## config.mk

```make
export PLATFORM = sky130hd
export DESIGN_NAME = regfile_wb_arbiter
export DESIGN_NICKNAME = d
export VERILOG_FILES = /design/src/rtl/rf_pkg.sv /design/src/rtl/rr_arbiter.sv /design/src/rtl/regfile_wb_arbiter.sv
export SDC_FILE = /design/constraint.sdc
export NUM_CORES = 1
export LEC_CHECK = 0
export ABC_CLOCK_PERIOD_IN_PS = 3700
export CORE_MARGIN = 2
export CORE_UTILIZATION = 45
export CTS_CLUSTER_DIAMETER = 50
export DETAILED_ROUTE_END_ITERATION = 10
export PLACE_DENSITY_LB_ADDON = 0.25
export SYNTH_ARGS = -nofsm -noshare
export SYNTH_HDL_FRONTEND = slang
export SYNTH_SLANG_ARGS = --single-unit
```

## constraint.sdc

```tcl
create_clock -name clk -period 3.7 [get_ports clk]
set_clock_uncertainty 0.1 [all_clocks]
set_input_delay 0.74 -clock clk [delete_from_list [all_inputs] [get_ports clk]]
set_output_delay 0.74 -clock clk [all_outputs]
set_load 0.01 [all_outputs]
```

## src/rtl/rf_pkg.sv

```systemverilog
// -----------------------------------------------------------------------------
// rf_pkg
// Shared constants and types for the register-file writeback path.
//   ADDR_W   : register address width
//   DATA_W   : register data width
//   NUM_REGS : number of architectural registers (x0..x31)
//   wb_req_t : {addr, data} bundle a writeback source can use to build its
//              request before flattening it onto the arbiter ports
//   wrap_inc : modulo-n increment used for round-robin pointers
// -----------------------------------------------------------------------------
package rf_pkg;

    localparam int ADDR_W   = 5;
    localparam int DATA_W   = 32;
    localparam int NUM_REGS = 32;

    typedef struct packed {
        logic [ADDR_W-1:0] addr;
        logic [DATA_W-1:0] data;
    } wb_req_t;

    function automatic int wrap_inc(input int idx, input int n);
        return (idx + 1 >= n) ? 0 : idx + 1;
    endfunction

endpackage

```

## src/rtl/rr_arbiter.sv

```systemverilog
// -----------------------------------------------------------------------------
// rr_arbiter
// Purely combinational round-robin grant logic, reusable by any block that
// shares one resource between N clients. The search starts at index ptr and
// wraps modulo N; the first valid client wins.
// Ports:
//   valid  in  N      client i is requesting
//   ptr    in  IDX_W  index searched first
//   grant  out N      one-hot grant, or zero when nobody requests
//   winner out IDX_W  encoded index of the granted client (0 when none)
//   found  out 1      some client was granted
// -----------------------------------------------------------------------------
module rr_arbiter #(
    parameter int N     = 3,
    parameter int IDX_W = (N > 1) ? $clog2(N) : 1
) (
    input  logic [N-1:0]     valid,
    input  logic [IDX_W-1:0] ptr,
    output logic [N-1:0]     grant,
    output logic [IDX_W-1:0] winner,
    output logic             found
);

    int idx;

    // Walk the clients in priority order ptr, ptr+1, ... with wraparound.
    // The found flag locks in the first hit so later clients cannot win.
    always_comb begin
        grant  = '0;
        winner = '0;
        found  = 1'b0;
        idx    = 0;
        for (int k = 0; k < N; k++) begin
            idx = int'(ptr) + k;
            if (idx >= N) begin
                idx = idx - N;
            end
            if (!found && valid[idx]) begin
                found       = 1'b1;
                grant[idx]  = 1'b1;
                winner      = IDX_W'(idx);
            end
        end
    end

endmodule

```

## src/rtl/regfile_wb_arbiter.sv

```systemverilog
// -----------------------------------------------------------------------------
// regfile_wb_arbiter
// Shares the single register-file write port between N_REQ writeback sources
// using round-robin arbitration, and keeps a pending-write scoreboard so that
// decode can stall on RAW hazards against reserved-but-uncommitted writes.
// Ports:
//   clk, rst_n   clock (rising edge) and asynchronous active-low reset
//   req_valid    in  N_REQ          requester i has a write pending
//   req_ready    out N_REQ          requester i granted this cycle (comb)
//   req_addr     in  N_REQ*ADDR_W   flattened destination registers
//   req_data     in  N_REQ*DATA_W   flattened write data
//   rsv_valid    in  1              decode reserves rsv_addr
//   rsv_addr     in  ADDR_W         register being reserved
//   chk_a1/a2    in  ADDR_W         source registers to look up
//   busy1/busy2  out 1              lookup results (comb, x0 never busy)
//   we3/a3/wd3   out                registered register-file write port
// -----------------------------------------------------------------------------
module regfile_wb_arbiter #(
    parameter int N_REQ  = 3,
    parameter int ADDR_W = rf_pkg::ADDR_W,
    parameter int DATA_W = rf_pkg::DATA_W
) (
    input  logic                    clk,
    input  logic                    rst_n,
    input  logic [N_REQ-1:0]        req_valid,
    output logic [N_REQ-1:0]        req_ready,
    input  logic [N_REQ*ADDR_W-1:0] req_addr,
    input  logic [N_REQ*DATA_W-1:0] req_data,
    input  logic                    rsv_valid,
    input  logic [ADDR_W-1:0]       rsv_addr,
    input  logic [ADDR_W-1:0]       chk_a1,
    input  logic [ADDR_W-1:0]       chk_a2,
    output logic                    busy1,
    output logic                    busy2,
    output logic                    we3,
    output logic [ADDR_W-1:0]       a3,
    output logic [DATA_W-1:0]       wd3
);

    import rf_pkg::*;

    localparam int PTR_W = (N_REQ > 1) ? $clog2(N_REQ) : 1;

    logic [PTR_W-1:0]    rr_ptr;
    logic [PTR_W-1:0]    winner;
    logic [PTR_W-1:0]    next_ptr;
    logic                transfer;
    logic [ADDR_W-1:0]   win_addr;
    logic [DATA_W-1:0]   win_data;
    logic [NUM_REGS-1:0] busy;
    logic [NUM_REGS-1:0] busy_next;

    rr_arbiter #(
        .N     (N_REQ),
        .IDX_W (PTR_W)
    ) u_rr_arbiter (
        .valid  (req_valid),
        .ptr    (rr_ptr),
        .grant  (req_ready),
        .winner (winner),
        .found  (transfer)
    );

    // The grant is only ever given to a valid requester, so "found" is
    // exactly the transfer condition.
    assign win_addr = req_addr[int'(winner)*ADDR_W +: ADDR_W];
    assign win_data = req_data[int'(winner)*DATA_W +: DATA_W];
    assign next_ptr = PTR_W'(wrap_inc(int'(winner), N_REQ));

    // Clear for the committing write is applied first so that a reserve of
    // the same register on the same edge overrides it and the bit stays set.
    always_comb begin
        busy_next = busy;
        if (we3) begin
            busy_next[a3] = 1'b0;
        end
        if (rsv_valid && (rsv_addr != '0)) begin
            busy_next[rsv_addr] = 1'b1;
        end
    end

    // Writes to x0 are accepted from the requester but never reach the
    // register file; a3/wd3 simply hold whenever nothing is written.
    always_ff @(posedge clk or negedge rst_n) begin
        if (!rst_n) begin
            we3    <= 1'b0;
            a3     <= '0;
            wd3    <= '0;
            rr_ptr <= '0;
            busy   <= '0;
        end else begin
            if (transfer) begin
                rr_ptr <= next_ptr;
            end
            if (transfer && (win_addr != '0)) begin
                we3 <= 1'b1;
                a3  <= win_addr;
                wd3 <= win_data;
            end else begin
                we3 <= 1'b0;
            end
            busy <= busy_next;
        end
    end

    // No bypass: a bit still reads 1 during the cycle its write is on we3.
    assign busy1 = (chk_a1 != '0) && busy[chk_a1];
    assign busy2 = (chk_a2 != '0) && busy[chk_a2];

    // Reserving a register that is already pending, without it being
    // released on the same edge, means decode lost track of a hazard.
    illegal_reserve : assert property (@(posedge clk) disable iff (!rst_n)
        !(rsv_valid && (rsv_addr != '0) && busy[rsv_addr] &&
          !(we3 && (a3 == rsv_addr))));

endmodule

```

==> qor.yml, run 1 <==
detailedRoute.firstIterationViolations: 148
yosysMostFrequentCell: "sky130_fd_sc_hd__o21ai_0"
avgViaCountPerCell: 5.73
required_time_of_the_critical_path_ps: 2860
die-area_sq_um: 10900
grt_pass1_wl_mm: 21.6
row_count: 36
fillers: 788
post_synth.cell_area_avg_sq_um: 10.6
clockRootBuffer: "sky130_fd_sc_hd__clkbuf_8"
met1_usage: 0.308
maxCapViolations: 0
drcViolationCount: 0
pre_cts_ws_ps: -332
setup_violations: 0
end_kind: "output port"
placedInstanceArea_sq_um: 6450
ys_dominant_reg_cell: "sky130_fd_sc_hd__dfrtp_1"
first_global_vias: 4281
io_count: 175
critPathLaunch: "chk_a1[1]"
dr_total_vias: 4256
register_area_sq_um: 1780
wirelength_mm: 13.6
yosys-top-cells-count: "109 x sky130_fd_sc_hd__o21ai_0, 71 x sky130_fd_sc_hd__dfrtp_1, 46 x sky130_fd_sc_hd__nand2_1"
mappedNetlistNets: 565
synth_seq_area_share: 0.392
clk-insertion-delay-late_ps: 340
floorplan.die.width_um: 104
cts_sinks: 71
syn-cell-area_sq_um: 4530
hold_path.class: "in2async"
grt.met3_usage: 0.0476
max_freq_mhz: 276
period_needed_ps: 3620
cts.repair.resized: 11
regToRegSetupSlack_ps: 350
effective_utilization_at_floorplan: 0.464
setup_ws_ps: 81.3
syn2layout_area_growth_pct: 47.3
cpPeakStageDelay_ps: 510
cp_top_family: "multiplexers"
power_leakage_uw: 0.00263
grt_util_all_layers: 0.248
clockBufferDepth: 2
overflow: 0
core_sq_um: 9770
die-height_um: 104
clk_pin_slew_ps: 80
multi_input_comb_area_sq_um: 2610
cp_data_arrival_time_ps: 2780
timing.critical_path.cells: "clkdlybuf4s50_1, buf_6, mux4_2, mux4_2, mux2_2, buf_2"
gpl.final_weighted_congestion: 0.922
fin_crit_share: 0.978
setup.worst_path.class: "in2out"
synth_top_area_share: 0.392
antenna_found_initial: 0
length_in_cells_of_the_worst_reg_to_reg_path: 10
post-route-cell-area_sq_um: 6680
timing.rr.start: "rr_ptr[1]"
grt_start_max_net_pins: 71
cp_max_fo: 7
synth_cells: 429
placedCellCount: 727
grt_most_used_layer: "met2"
synthTopCellsByArea: "sky130_fd_sc_hd__dfrtp_1 39%, sky130_fd_sc_hd__o21ai_0 12%, sky130_fd_sc_hd__mux4_2 8.9%"
stdcell_count: 743
timing.final.max_slew_violations: 0
finish.net_count: 741
max-slew-margin-rel: 0.421
synth.lib_cells_used.distinct: 46
grt_setup_unrepaired: "no"
crit_buf_inv: 3
worst_setup_path_start_kind: "input pin"
tritoncts: "built"
buffer_ports.inserted: 174
pwr_density_cell_nw_per_um2: 861
worst_path_max_delay_cell: "sky130_fd_sc_hd__mux4_2"
cts_inserted_buffers: 9
antenna_violating_nets_remaining: 0
globalRouteMet2Util: 0.432
n_antenna_cell: 0
postCtsSetupRepairBufs: 0
dp_hpwl_mm: 10.4
vdd_drop_max_mv: 0.461
drt_first_pass_iters: 8
worst-slew-pin-transition_ps: 869
clock_tree.htree_level_count: 3
final_hold_viol_count: 0
synth_seq_cells: 71
outcome: "completed"
wl_per_cell_um: 18.2
crit_top_cell: "sky130_fd_sc_hd__mux4_2"
synthDominantAreaCellType: "sky130_fd_sc_hd__dfrtp_1"
drive_above_1_share: 0.156
hold_buffers: 0
critical_register_to_register_path_endpoint: "wd3[27]"
synth_edf_count: 0
asyncSetResetFlopFracSynth: 1.00
ys.warnings.count: 0
==> through the flow <==
stage | hold WS (ps) | TNS (ps) | total power (uW) | utilization
after floorplan | 344 | 0 | 3810 | -
after global placement | 368 | -527 | 4930 | 0.660
after detailed placement | 379 | -635 | 5040 | 0.660
after CTS | 399 | 0 | 5750 | 0.684
after global routing | 411 | 0 | 6120 | 0.683
final | 394 | 0 | 5750 | 0.683
==> per-layer routing <==
layer	vias to the layer above	share of wire
li1	1967	-
met1	2052	0.41
met2	211	0.51
met3	26	0.067
met4	0	0.022
met5	-	0
==> worst max path at each step <==
stage	end	slack, ps	cells after the start
floorplan	busy1	470	4
global placement	busy2	-260	5
detailed placement	busy2	-330	5
CTS	busy2	4	6
global route	busy1	30	6
finish	busy1	80	6
==> registers in the layout, summed over array words and instances (netlist names) <==
name,cells
rr_ptr,2
we3,1
wd3,32
busy,31
a3,5
==> where the power goes <==
part	leakage (uW)	total, uW	internal, uW	switching, uW
Combinational	0.00169	3540	1890	1660
Clock	0.000111	706	388	318
Sequential	0.000828	1500	1190	305
==> layout by cell type, fill, tap and decap left out, types with 2 or more instances in the layout <==
cell type | Yosys | final
sky130_fd_sc_hd__buf_2 | 5 | 3
sky130_fd_sc_hd__nor3_1 | 2 | 2
sky130_fd_sc_hd__ha_1 | 4 | 4
sky130_fd_sc_hd__buf_12 | 0 | 3
sky130_fd_sc_hd__buf_6 | 5 | 2
sky130_fd_sc_hd__nand3b_1 | 10 | 10
sky130_fd_sc_hd__o22ai_1 | 3 | 3
sky130_fd_sc_hd__nor2b_1 | 3 | 3
sky130_fd_sc_hd__mux2_1 | 6 | 6
sky130_fd_sc_hd__a32o_1 | 2 | 2
sky130_fd_sc_hd__or3b_2 | 3 | 3
sky130_fd_sc_hd__a31oi_1 | 4 | 4
sky130_fd_sc_hd__o211ai_1 | 2 | 2
sky130_fd_sc_hd__mux2i_1 | 34 | 34
sky130_fd_sc_hd__mux2_4 | 20 | 20
sky130_fd_sc_hd__clkdlybuf4s50_1 | 0 | 169
sky130_fd_sc_hd__nor2_1 | 4 | 4
sky130_fd_sc_hd__bufinv_16 | 0 | 2
sky130_fd_sc_hd__o21ai_0 | 109 | 109
sky130_fd_sc_hd__nand3_1 | 14 | 13
sky130_fd_sc_hd__a21oi_1 | 10 | 10
sky130_fd_sc_hd__clkbuf_8 | 0 | 9
sky130_fd_sc_hd__mux2_2 | 11 | 11
sky130_fd_sc_hd__o2111ai_1 | 2 | 2
sky130_fd_sc_hd__inv_1 | 9 | 9
sky130_fd_sc_hd__dfrtp_1 | 71 | 71
sky130_fd_sc_hd__inv_6 | 0 | 3
sky130_fd_sc_hd__nand2_1 | 46 | 46
sky130_fd_sc_hd__buf_4 | 0 | 8
sky130_fd_sc_hd__mux4_2 | 18 | 18
sky130_fd_sc_hd__dlygate4sd2_1 | 0 | 2
==> cell type report <==
cell class              count  area share
multi-input cells         327       0.390
repair buffers            187       0.280
flip-flops and latches     71       0.266
well taps                 133      0.0249
clock buffers               9      0.0186
clock inverters             7      0.0154
inverters                   9     0.00506
==> logic make-up (layout without fill, tap and decap cells) <==
family / count (synthesis) / count (layout) / synth area share
compound gates: 146 / 146 / 0.190
fa+ha+maj: 4 / 4 / 0.0110
buf+inv: 31 / 212 / 0.0353
flops: 71 / 71 / 0.392
mux: 90 / 90 / 0.278
simple gates: 87 / 87 / 0.0936
Note: power is estimated with default switching activity, not from simulation.
==> inputs of run 2 (changes only) <==
--- a/config.mk
+++ b/config.mk
@@ -5,7 +5,7 @@
 export SDC_FILE = /design/constraint.sdc
 export NUM_CORES = 1
 export LEC_CHECK = 0
-export ABC_CLOCK_PERIOD_IN_PS = 3700
+export ABC_CLOCK_PERIOD_IN_PS = 3800
 export CORE_MARGIN = 2
 export CORE_UTILIZATION = 45
 export CTS_CLUSTER_DIAMETER = 50
==> constraint.sdc (replaced) <==
create_clock -name clk -period 3.8 [get_ports clk]
set_clock_uncertainty 0.1 [all_clocks]
set_input_delay 0.76 -clock clk [delete_from_list [all_inputs] [get_ports clk]]
set_output_delay 0.76 -clock clk [all_outputs]
set_load 0.01 [all_outputs]
==> qor.yml, run 2 (synthesized netlist as in run 1, its figures left out) <==
outcome: "completed"
detailedRoute.firstIterationViolations: 222
report.power.total_uw: 5460
worst_path_max_delay_cell: "sky130_fd_sc_hd__mux4_2"
timing.critical_path.cells: "clkdlybuf4s50_1, buf_6, mux4_2, mux4_2, mux2_2, clkdlybuf4s15_1"
max_freq_mhz: 269
power_spent_charging_and_discharging_nets_uw: 2200
vdd_drop_max_mv: 0.433
cpPeakStageDelay_ps: 510
gpl.final_weighted_congestion: 0.926
setup.worst_path.class: "in2out"
post-route-cell-area_sq_um: 6640
drive_above_1_share: 0.154
post-route-util: 0.679
worst_setup_path_start_kind: "input pin"
clk_pin_slew_ps: 80
grt_pass1_wl_mm: 21.7
overflow: 0
grt_most_used_layer: "met2"
clockBufferDepth: 2
end_kind: "output port"
hold-worst-slack_ps: 388
io_count: 175
wirelength_mm: 13.6
cts.repair.resized: 5
top_regs: "wd3 x32, busy x31, a3 x5"
syn2layout_area_growth_pct: 46.4
hold_path.class: "reg2reg"
drt_first_pass_iters: 5
power.share.combinational: 0.632
layout_commonest_cell: "sky130_fd_sc_hd__clkdlybuf4s50_1"
dr_total_vias: 4233
floorplan.die.width_um: 104
clock_tree.htree_level_count: 3
fin_crit_share: 0.978
largest_reg_flops: 32
met1_usage: 0.313
avgViaCountPerCell: 5.68
power_switching_share: 0.403
effective_utilization_at_floorplan: 0.464
timing.final.max_slew_violations: 0
globalRouteMet2Util: 0.424
antenna_found_initial: 0
max-slew-margin-rel: 0.325
stdcell_count: 745
maxCapViolations: 0
cp_data_arrival_time_ps: 2860
dp_hpwl_mm: 10.6
grt_start_max_net_pins: 68
power_leakage_uw: 0.00261
required_time_of_the_critical_path_ps: 2940
cts_sinks: 71
cp_max_fo: 6
row_count: 36
grt_setup_unrepaired: "no"
die-area_sq_um: 10900
grt_util_all_layers: 0.248
commonest_non_fill_non_tap_cells_in_the_layout: "169 x sky130_fd_sc_hd__clkdlybuf4s50_1, 109 x sky130_fd_sc_hd__o21ai_0, 71 x sky130_fd_sc_hd__dfrtp_1"
tritoncts: "built"
period_needed_ps: 3720
first_global_vias: 4253
fillers: 784
critPathLaunch: "chk_a2[1]"
clock_power_share: 0.099
hold_buffers: 0
final_hold_viol_count: 0
core_sq_um: 9770
antenna_violating_nets_remaining: 0
worst-slew-pin-transition_ps: 1010
drcViolationCount: 0
buffer_ports.inserted: 174
clk-insertion-delay-late_ps: 330
placedInstanceArea_sq_um: 6460
setup_violations: 0
timing.rr.start: "rr_ptr[1]"
n_antenna_cell: 0
postCtsSetupRepairBufs: 0
crit_top_cell: "sky130_fd_sc_hd__mux4_2"
max_flop_register: "wd3"
wl_per_cell_um: 18.2
share_seq_of_total_power: 0.270
cts_inserted_buffers: 9
clockRootBuffer: "sky130_fd_sc_hd__clkbuf_8"
finish.net_count: 743
grt.met3_usage: 0.0602
die-height_um: 104
internal_power_uw: 3250
min-delay-start: "wd3[28]"
pwr_density_cell_nw_per_um2: 822
placedCellCount: 729
==> run 2: cell count changes in the layout (fill, tap and decap cells not counted) <==
cell	before	now
sky130_fd_sc_hd__buf_2	3	1
sky130_fd_sc_hd__clkbuf_8	9	10
sky130_fd_sc_hd__clkinv_2	0	2
sky130_fd_sc_hd__clkbuf_1	0	1
sky130_fd_sc_hd__buf_12	3	2
sky130_fd_sc_hd__bufinv_16	2	0
sky130_fd_sc_hd__inv_6	3	0
sky130_fd_sc_hd__clkdlybuf4s15_1	0	2
sky130_fd_sc_hd__clkinvlp_4	1	2
sky130_fd_sc_hd__buf_4	8	11
==> run 2: layer usage <==
metal / vias up / part of all wire
li1: 1962 / -
met1: 2063 / 0.39
met2: 189 / 0.51
met3: 19 / 0.075
met4: 0 / 0.017
met5: - / 0
==> run 2: path summary, 6_finish.rpt <==
path / to / slack (ps) / cells after the start
max: busy2 / 80 / 6
min: wd3[28] / 390 / 1
max reg2reg: wd3[25] / 520 / 10
min reg2reg: wd3[28] / 390 / 1
max in group asynchronous: busy[5] / 2320 / 2
min in group asynchronous: wd3[26] / 490 / 1
==> run 2: cell type report <==
cell class	instances	area [sq um]	share of cell area
Clock buffer	11	141	0.0213
Clock inverter	5	33.8	0.00509
Inverter	9	33.8	0.00509
Multi-Input combinational cell	327	2610	0.393
Sequential cell	71	1780	0.268
Tap cell	133	166	0.0251
Timing Repair Buffer	189	1880	0.283
==> run 2: critical path: cells and delay by family <==
kind,cells,cell delay (ps)
mux,3,1250
buf+inv,3,850
==> run 2: through the flow <==
step,TNS (ps),setup WS [ps]
finish,0,83.5
global route,0,7.98
CTS,0,10.5
detailed placement,-462,-234
global placement,-371,-189
floorplan,0,531
==> run 2: power groups by stage <==
stage	combinational, uW	clock (uW)	sequential [uW]
floorplan	2240	0	1470
global placement	3340	0	1460
detailed placement	3450	0	1470
CTS	3450	554	1470
global route	3720	584	1520
finish	3450	539	1470
